[src/rtl/reaction_timer_pkg.sv]
// Shared types and default sizing for the reaction timer.
package reaction_timer_pkg;

  // Default saturation value of a reaction time, in ms
  localparam int RT_MAX_DEF = 9999;
  // Default width of every ms count (2**RT_W must exceed RT_MAX)
  localparam int RT_W_DEF   = 14;

  // Trial sequencing states
  typedef enum logic [2:0] {
    ST_IDLE        = 3'd0,
    ST_WAIT_RND    = 3'd1,
    ST_DELAY       = 3'd2,
    ST_MEASURE     = 3'd3,
    ST_SHOW        = 3'd4,
    ST_FALSE_START = 3'd5
  } state_t;

endpackage

[src/rtl/ms_counter.sv]
// Millisecond counter: clear, load, tick-gated decrement (floors at zero)
// and tick-gated increment that saturates at MAX.
module ms_counter #(
  parameter int W   = 14,
  parameter int MAX = 9999
) (
  input  logic         clk,
  input  logic         reset_n,
  input  logic         tick_i,
  input  logic         clr_i,
  input  logic         load_i,
  input  logic [W-1:0] load_val_i,
  input  logic         dec_i,
  input  logic         inc_i,
  output logic [W-1:0] cnt_o
);

  localparam logic [W-1:0] MAX_V = W'(MAX);

  logic [W-1:0] cnt_q;
  logic [W-1:0] cnt_d;

  // Next count; clear beats load, load beats counting
  always_comb begin
    cnt_d = cnt_q;
    if (clr_i) begin
      cnt_d = '0;
    end else if (load_i) begin
      cnt_d = load_val_i;
    end else if (tick_i && dec_i && (cnt_q != '0)) begin
      cnt_d = cnt_q - W'(1);
    end else if (tick_i && inc_i && (cnt_q != MAX_V)) begin
      cnt_d = cnt_q + W'(1);
    end
  end

  // Count register
  always_ff @(posedge clk or negedge reset_n) begin
    if (!reset_n) begin
      cnt_q <= '0;
    end else begin
      cnt_q <= cnt_d;
    end
  end

  assign cnt_o = cnt_q;

endmodule

[src/rtl/reaction_timer.sv]
// Reaction-time game controller: random delay, stimulus lamp, reaction
// measurement with timeout, false-start detection and best-time tracking.
module reaction_timer
  import reaction_timer_pkg::*;
#(
  parameter int RT_MAX = RT_MAX_DEF,
  parameter int RT_W   = RT_W_DEF
) (
  input  logic            clk,
  input  logic            reset_n,
  input  logic            ms_tick,
  input  logic            start,
  input  logic            stop,
  input  logic [14:0]     random,
  input  logic            rnd_ready,
  output logic            led,
  output logic [RT_W-1:0] rt_ms,
  output logic [RT_W-1:0] best_ms,
  output logic            done,
  output logic            false_start
);

  localparam logic [RT_W-1:0] RT_MAX_V  = RT_W'(RT_MAX);
  localparam logic [RT_W-1:0] RT_LAST_V = RT_W'(RT_MAX - 1);

  state_t          state_q;
  logic            led_q;
  logic            done_q;
  logic            false_start_q;
  logic [RT_W-1:0] rt_ms_q;
  logic [RT_W-1:0] best_ms_q;

  logic [RT_W-1:0] delay_cnt;
  logic [RT_W-1:0] rt_cnt;
  logic            delay_load;
  logic            delay_dec;
  logic            delay_term;
  logic            rt_clr;
  logic            rt_inc;

  // Only the low RT_W bits of the random candidate are meaningful
  if (RT_W < 15) begin : g_rnd_unused
    wire unused_rnd_bits = ^random[14:RT_W];
  end

  // A stop in WAIT_RND/DELAY is a false start and suppresses all counting
  assign delay_term = (delay_cnt <= RT_W'(1));
  assign delay_load = (state_q == ST_WAIT_RND) && rnd_ready && !stop;
  assign delay_dec  = (state_q == ST_DELAY) && !stop;
  assign rt_clr     = (state_q == ST_DELAY) && ms_tick && delay_term && !stop;
  assign rt_inc     = (state_q == ST_MEASURE) && !stop;

  ms_counter #(.W(RT_W), .MAX(RT_MAX)) u_delay_cnt (
    .clk        (clk),
    .reset_n    (reset_n),
    .tick_i     (ms_tick),
    .clr_i      (1'b0),
    .load_i     (delay_load),
    .load_val_i (random[RT_W-1:0]),
    .dec_i      (delay_dec),
    .inc_i      (1'b0),
    .cnt_o      (delay_cnt)
  );

  ms_counter #(.W(RT_W), .MAX(RT_MAX)) u_rt_cnt (
    .clk        (clk),
    .reset_n    (reset_n),
    .tick_i     (ms_tick),
    .clr_i      (rt_clr),
    .load_i     (1'b0),
    .load_val_i ('0),
    .dec_i      (1'b0),
    .inc_i      (rt_inc),
    .cnt_o      (rt_cnt)
  );

  // Trial FSM with registered lamp, result and status outputs
  always_ff @(posedge clk or negedge reset_n) begin
    if (!reset_n) begin
      state_q       <= ST_IDLE;
      led_q         <= 1'b0;
      done_q        <= 1'b0;
      false_start_q <= 1'b0;
      rt_ms_q       <= '0;
      best_ms_q     <= RT_MAX_V;
    end else begin
      done_q <= 1'b0;
      case (state_q)
        ST_IDLE, ST_SHOW, ST_FALSE_START: begin
          if (start) begin
            state_q       <= ST_WAIT_RND;
            false_start_q <= 1'b0;
          end
        end
        ST_WAIT_RND: begin
          if (stop) begin
            state_q       <= ST_FALSE_START;
            false_start_q <= 1'b1;
          end else if (rnd_ready) begin
            state_q <= ST_DELAY;
          end
        end
        ST_DELAY: begin
          if (stop) begin
            state_q       <= ST_FALSE_START;
            false_start_q <= 1'b1;
          end else if (ms_tick && delay_term) begin
            state_q <= ST_MEASURE;
            led_q   <= 1'b1;
          end
        end
        ST_MEASURE: begin
          if (stop) begin
            state_q <= ST_SHOW;
            led_q   <= 1'b0;
            done_q  <= 1'b1;
            rt_ms_q <= rt_cnt;
            if (rt_cnt < best_ms_q) begin
              best_ms_q <= rt_cnt;
            end
          end else if (ms_tick && (rt_cnt >= RT_LAST_V)) begin
            // Timeout: report saturated time, never a best-time candidate
            state_q <= ST_SHOW;
            led_q   <= 1'b0;
            done_q  <= 1'b1;
            rt_ms_q <= RT_MAX_V;
          end
        end
        default: begin
          state_q       <= ST_IDLE;
          led_q         <= 1'b0;
          false_start_q <= 1'b0;
        end
      endcase
    end
  end

  assign led         = led_q;
  assign done        = done_q;
  assign false_start = false_start_q;
  assign rt_ms       = rt_ms_q;
  assign best_ms     = best_ms_q;

endmodule

[config.mk]
export PLATFORM = sky130hd
export DESIGN_NAME = reaction_timer
export DESIGN_NICKNAME = d
export VERILOG_FILES = /design/src/rtl/reaction_timer_pkg.sv /design/src/rtl/ms_counter.sv /design/src/rtl/reaction_timer.sv
export SDC_FILE = /design/constraint.sdc
export NUM_CORES = 1
export LEC_CHECK = 0
export CAP_MARGIN = 10
export CORE_MARGIN = 1
export CORE_UTILIZATION = 55
export DETAILED_ROUTE_END_ITERATION = 12
export GPL_ROUTABILITY_DRIVEN = 0
export PLACE_DENSITY = 0.8
export SLEW_MARGIN = 10
export SYNTH_ARGS = -nofsm -noshare
export SYNTH_HDL_FRONTEND = slang
export SYNTH_SLANG_ARGS = --single-unit
[constraint.sdc]
create_clock -name clk -period 7.3 [get_ports clk]
set_input_delay 1.46 -clock clk [delete_from_list [all_inputs] [get_ports clk]]
set_output_delay 1.46 -clock clk [all_outputs]
set_load 0.01 [all_outputs]
# Word-level counts from Yosys, hierarchy flattened
# Index checks and enable logic that the tools add are counted.
# word_totals
reg_bits	62
input_bits	21
output_inout_bits	31
word_cells	80
# classes
addsub	2
order_cmp	3
n_eq_ne	13
muxes	25
bitwise	2
n_reduce_logical	27
# op_table
cell	count
2-to-1 mux 14 bit	6
2-to-1 mux 3 bit	7
adder 14 x 1 -> 14 bit (second input constant)	1
greater-or-equal comparator 14 bit (second input constant)	1
less-or-equal comparator 14 x 1 -> 1 bit (second input constant)	1
less-than comparator 14 bit	1
!= test 14 bit (second input constant)	1
nonzero test 14 bit	1
subtractor 14 x 1 -> 14 bit (second input constant)	1
logical AND 1 bit	13
one-hot mux 3 bit (4 select lines)	1
2-to-1 mux 1 bit	9
AND reduction 4 bit	2
equality test 3 x 2 -> 1 bit (second input constant)	2
equality test 3 bit (second input constant)	2
!= test 3 x 2 -> 1 bit (second input constant)	2
one-hot mux 1 bit (3 select lines)	2
AND reduction 3 bit	2
nonzero test 2 bit	3
!= test 2 x 1 -> 1 bit (second input constant)	2
!= test 2 bit (second input constant)	2
OR reduction 4 bit	1
equality test 3 x 1 -> 1 bit (second input constant)	1
logical NOT 3 bit	1
other kinds (6)	7

# Depth between registers and ports, before layout
# depth
depth_word	6
depth_mapped	8
ltp_nobuf	8

# Hierarchy
# From an unflattened synthesis, not the netlist that was laid out.
# hier_totals
hier_cells	453
area_unflattened_um2	4454.3
# by_module_without_submodules
mod	instances	cells_per_inst	area_each_um2
ms_counter	2	146	1288.7
reaction_timer	1	161	1876.8

# Worst setup path before layout
# OpenSTA, ideal clock, no wires.
# synth_path
kind	input to register
startpoint	in stop
endpoint	reg best_ms_q[11], in the netlist best_ms[11]
setup_ns	0.125
t_arrival_ns	2.808
setup_slack_ns	4.367
path_stages	6
path_buffers	1
cell_sequence	nand4b_1 nor2_1 o21ai_0 a311oi_2 buf_4 mux2_2
# synth_via
elab_chain_len	1
# synth_rtl
item	line_no	rtl
start, declared	reaction_timer.sv:13	input logic stop,
AND reduction 3 bit (no line)	--	
end signal, assigned	reaction_timer.sv:119	best_ms_q <= rt_cnt;
end, declared	reaction_timer.sv:31	logic [RT_W-1:0] best_ms_q;
# Every way passes these cells.
# A chain may end at the register's enable or synchronous reset.

# Worst setup path in the final report
# layout_path
startpoint	in stop
endpoint	reg best_ms_q[6], in the netlist best_ms[6]
# Same word-level chain as after synthesis.

==> metrics.md <==
| Metric | Value |
|---|---|
| Status | `complete, no violations` |
| Comb power frac | `0.345` |
| Synth Cell Area | `3440 sq um` |
| # Max-Cap Violations | `0` |
| Rel. slew slack | `0.479` |
| Die Footprint | `6570 sq um` |
| Yosys top cell by area | `dfrtp_1` |
| Setup TNS | `0 ns` |
| Clock power share | `0.221` |
| Die Y | `81.0 um` |
| RR Startpoint | `state_q[1]` |
| Max-slew violations | `0` |
| Pwr dens | `298 nW/um^2` |
| RSZ-0062 raised after global routing | `false` |
| First-pass GRT wire length | `12.7 mm` |
| Slew @ Worst Pin | `0.782 ns` |
| Drt wl/cell | `15.8 um` |
| Ys flop type | `dfrtp_1` |
| Crit path largest cell delay | `0.78 ns` |
| Part of the cycle the worst path needs | `0.559` |
| Post-synth EDFFs | `0` |
| NetSw | `0.000431 W` |
| R2R depth | `6` |
| RR Endpoint | `best_ms[6]` |
| YS warnings | `0` |
| Hold endpoint | `rt_ms[13]` |
| Drt drc | `0` |
| Mapped Avg Cell Area | `10.0 sq um` |
| Clk_lat worst skew | `0.33 ns` |
| Worst-path cell with the longest stage delay | `clkdlybuf4s50_1` |
| Initial cell density of the core | `0.577` |
| Die width | `81.0 um` |
| WP data arrival | `4.29 ns` |
| FMAX | `245 MHz` |
| Num rows | `28` |
| CTS root buffer | `clkbuf_8` |
| Post-Syn Nets | `382` |
| Post-route clock skew | `0.00882 ns` |
| DR vias | `2812` |
| Detailed Route WL | `7.51 mm` |
| Core outline area | `5960 sq um` |
| Hpwl dp | `5.25 mm` |
| Port Buffers | `50` |
| Worst hold path type | `flip-flop to flip-flop` |
| Maximum VDD drop | `0.220 mV` |
| Worst EP required | `7.51 ns` |
| Clock transition at path regs | `0.06 ns` |
| #FFs+latches synth | `62` |
| Top cells by area, synth | `dfrtp_1, ha_1, dfstp_2` |
| Async S/R FF share, synth | `1.00` |
| Critical path class | `primary input to flip-flop` |
| Pin count of the biggest net entering global routing | `63` |
| Final Hold Fails | `0` |
| Sequential-to-total area share from yosys stat | `0.454` |
| Clock period minus worst slack | `4.08 ns` |
| Initial antenna violation count | `0` |
| Yosys top cell area share | `0.393` |
| ANT nets after route | `0` |
| Number of global-route vias before repair | `2708` |
| 1st-iter DRT viols | `189` |
| Cells along the critical path | `clkdlybuf4s50_1 -> nand4b_1 -> nor2_1 -> o21ai_0 -> a311oi_2 -> buf_4 -> mux2_2` |
| First drt pass iteration count | `4` |
| Hold Crit Depth | `1` |
| Final net count | `433` |
| Via density | `5.93` |
| Area Overhead vs Synth | `21.4%` |
| Clock sink count | `62` |
| Diode count | `0` |
| GRT Total Usage | `0.257` |
| Max H-tree Level | `3` |
| CP endpoint kind | `flip-flop` |
| Post_cts resized | `0` |
| CP Launch Type | `primary input` |
| Pleak | `1.70 nW` |
| CTS tree | `yes` |
| Synth cell types | `58` |
| Reg2Reg Setup Slack | `4.51 ns` |
| Total congestion overflow | `0` |
| Hold path startpoint | `rt_ms[13]` |
| CTS Hold Bufs | `0` |
| CP Max Fanout | `14` |
| Switching fraction of total power | `0.346` |
| Sequential share of power | `0.434` |
| CTS buffer count | `9` |
| Setup Viol. Count Final | `0` |
| Share of layout cells above drive strength 1 | `0.120` |
| Post-CTS Setup Inserts | `0` |
| Max clock buf depth | `2` |
| Pint | `0.000814 W` |
| Final Total Pwr | `0.00124 W` |
| IO Count | `52` |
| Synth Instances | `343` |
placed cells by master, fill, tap and decap left out, types with 4 or more instances in the layout:
cell type,instances
nand2_1,25
nand3_1,8
nor3_1,9
mux2_2,13
xnor2_1,13
o22a_1,6
o211ai_1,4
clkbuf_1,4
xor2_1,6
or3_1,5
clkdlybuf4s50_1,49
a22o_1,6
a21oi_1,14
o21ai_0,15
nand4_1,7
inv_1,21
nand2b_1,5
ha_1,18
a211oi_1,6
nor2_1,32
dfstp_2,8
nor4_1,6
dfrtp_1,54
clkbuf_8,12
cells by family (layout without fill, tap and decap cells):
group,count (synthesis),after routing,share of synthesized area
xor+xnor,19,19,0.0484
buf+inv,35,91,0.0415
compound gates,73,73,0.151
flops,62,62,0.454
mux,15,15,0.0484
simple gates,121,121,0.190
fa+ha+maj,18,18,0.0656
power groups by stage:
stage,registers (W),clock network [W],logic [W]
floorplan,0.000527,0,0.000272
global placement,0.000539,0,0.000413
detailed placement,0.000542,0,0.000427
CTS,0.000539,0.000281,0.000432
global route,0.000554,0.000297,0.000478
finish,0.000540,0.000275,0.000430
metal layers:
| metal | GRT usage | share of wire |
|---|---|---|
| met1 | 0.364 | 0.47 |
| met2 | 0.385 | 0.47 |
| met3 | 0.0539 | 0.052 |
| met4 | 0.100 | 0.010 |
| met5 | 0 | 0 |
synth_stat cells (all sizes together) (2+ instances only):
| cell | instances |
|---|---|
| and3 | 4 |
| or2 | 2 |
| o22a | 6 |
| o211ai | 5 |
| nor2 | 32 |
| nand2b | 5 |
| mux2i | 2 |
| or3 | 5 |
| a21oi | 14 |
| dfrtp | 54 |
| a211o | 2 |
| buf | 6 |
| a22o | 6 |
| nor3 | 10 |
| nand4 | 7 |
| nand3 | 8 |
| and2 | 2 |
| clkbuf | 7 |
| ha | 18 |
| or4 | 4 |
| nand2 | 25 |
| a21o | 3 |
| xnor2 | 13 |
| mux2 | 13 |
| xor2 | 6 |
| a311oi | 2 |
| o21ai | 16 |
| a2bb2oi | 2 |
| nor4 | 8 |
| dfstp | 8 |
| nand4b | 3 |
| a211oi | 6 |
| inv | 21 |
| o31ai | 2 |
area by class of cell:
class                           instances  area (sq um)
Fill cell                             468          1780
Multi-Input combinational cell        246          1740
Sequential cell                        62          1560
Timing Repair Buffer                   53           518
Clock buffer                           16           180
Tap cell                               75          93.8
Inverter                               22          82.6
flip-flops by register name (all words and copies together), names as in the netlist:
signal / cells
u_delay_cnt.cnt_o: 14
rt_ms: 14
u_rt_cnt.cnt_o: 14
done: 1
best_ms: 14
state_q: 3
false_start: 1
led: 1
worst max-delay path, delay by kind of cell:
kind / cells / cell delay [ns]
buffers and inverters: 2 / 1.08
AOI/OAI and AO/OA: 2 / 0.76
and+or+nand+nor: 2 / 0.64
muxes: 1 / 0.35
how the worst max path moves through the flow:
stage / from / endpoint / slack, ns / depth (start not counted)
floorplan: stop / best_ms[11] / 4.37 / 6
global placement: stop / best_ms[4] / 3.00 / 7
detailed placement: stop / best_ms[6] / 2.93 / 7
CTS: stop / best_ms[6] / 3.30 / 7
global route: stop / best_ms[6] / 3.05 / 7
finish: stop / best_ms[6] / 3.22 / 7
per-stage QoR:
step                cells  area, sq um  setup slack (ns)   util  hold slack [ns]
floorplan             343         3440              4.37      -            0.496
CTS                   474         4170              3.30  0.701            0.508
global route          474         4170              3.05  0.701            0.526
global placement      458         3990              3.00  0.670            0.492
detailed placement    458         3990              2.93  0.670            0.496
finish                474         4170              3.22  0.701            0.507
Note: power is estimated with default switching activity, not from simulation.
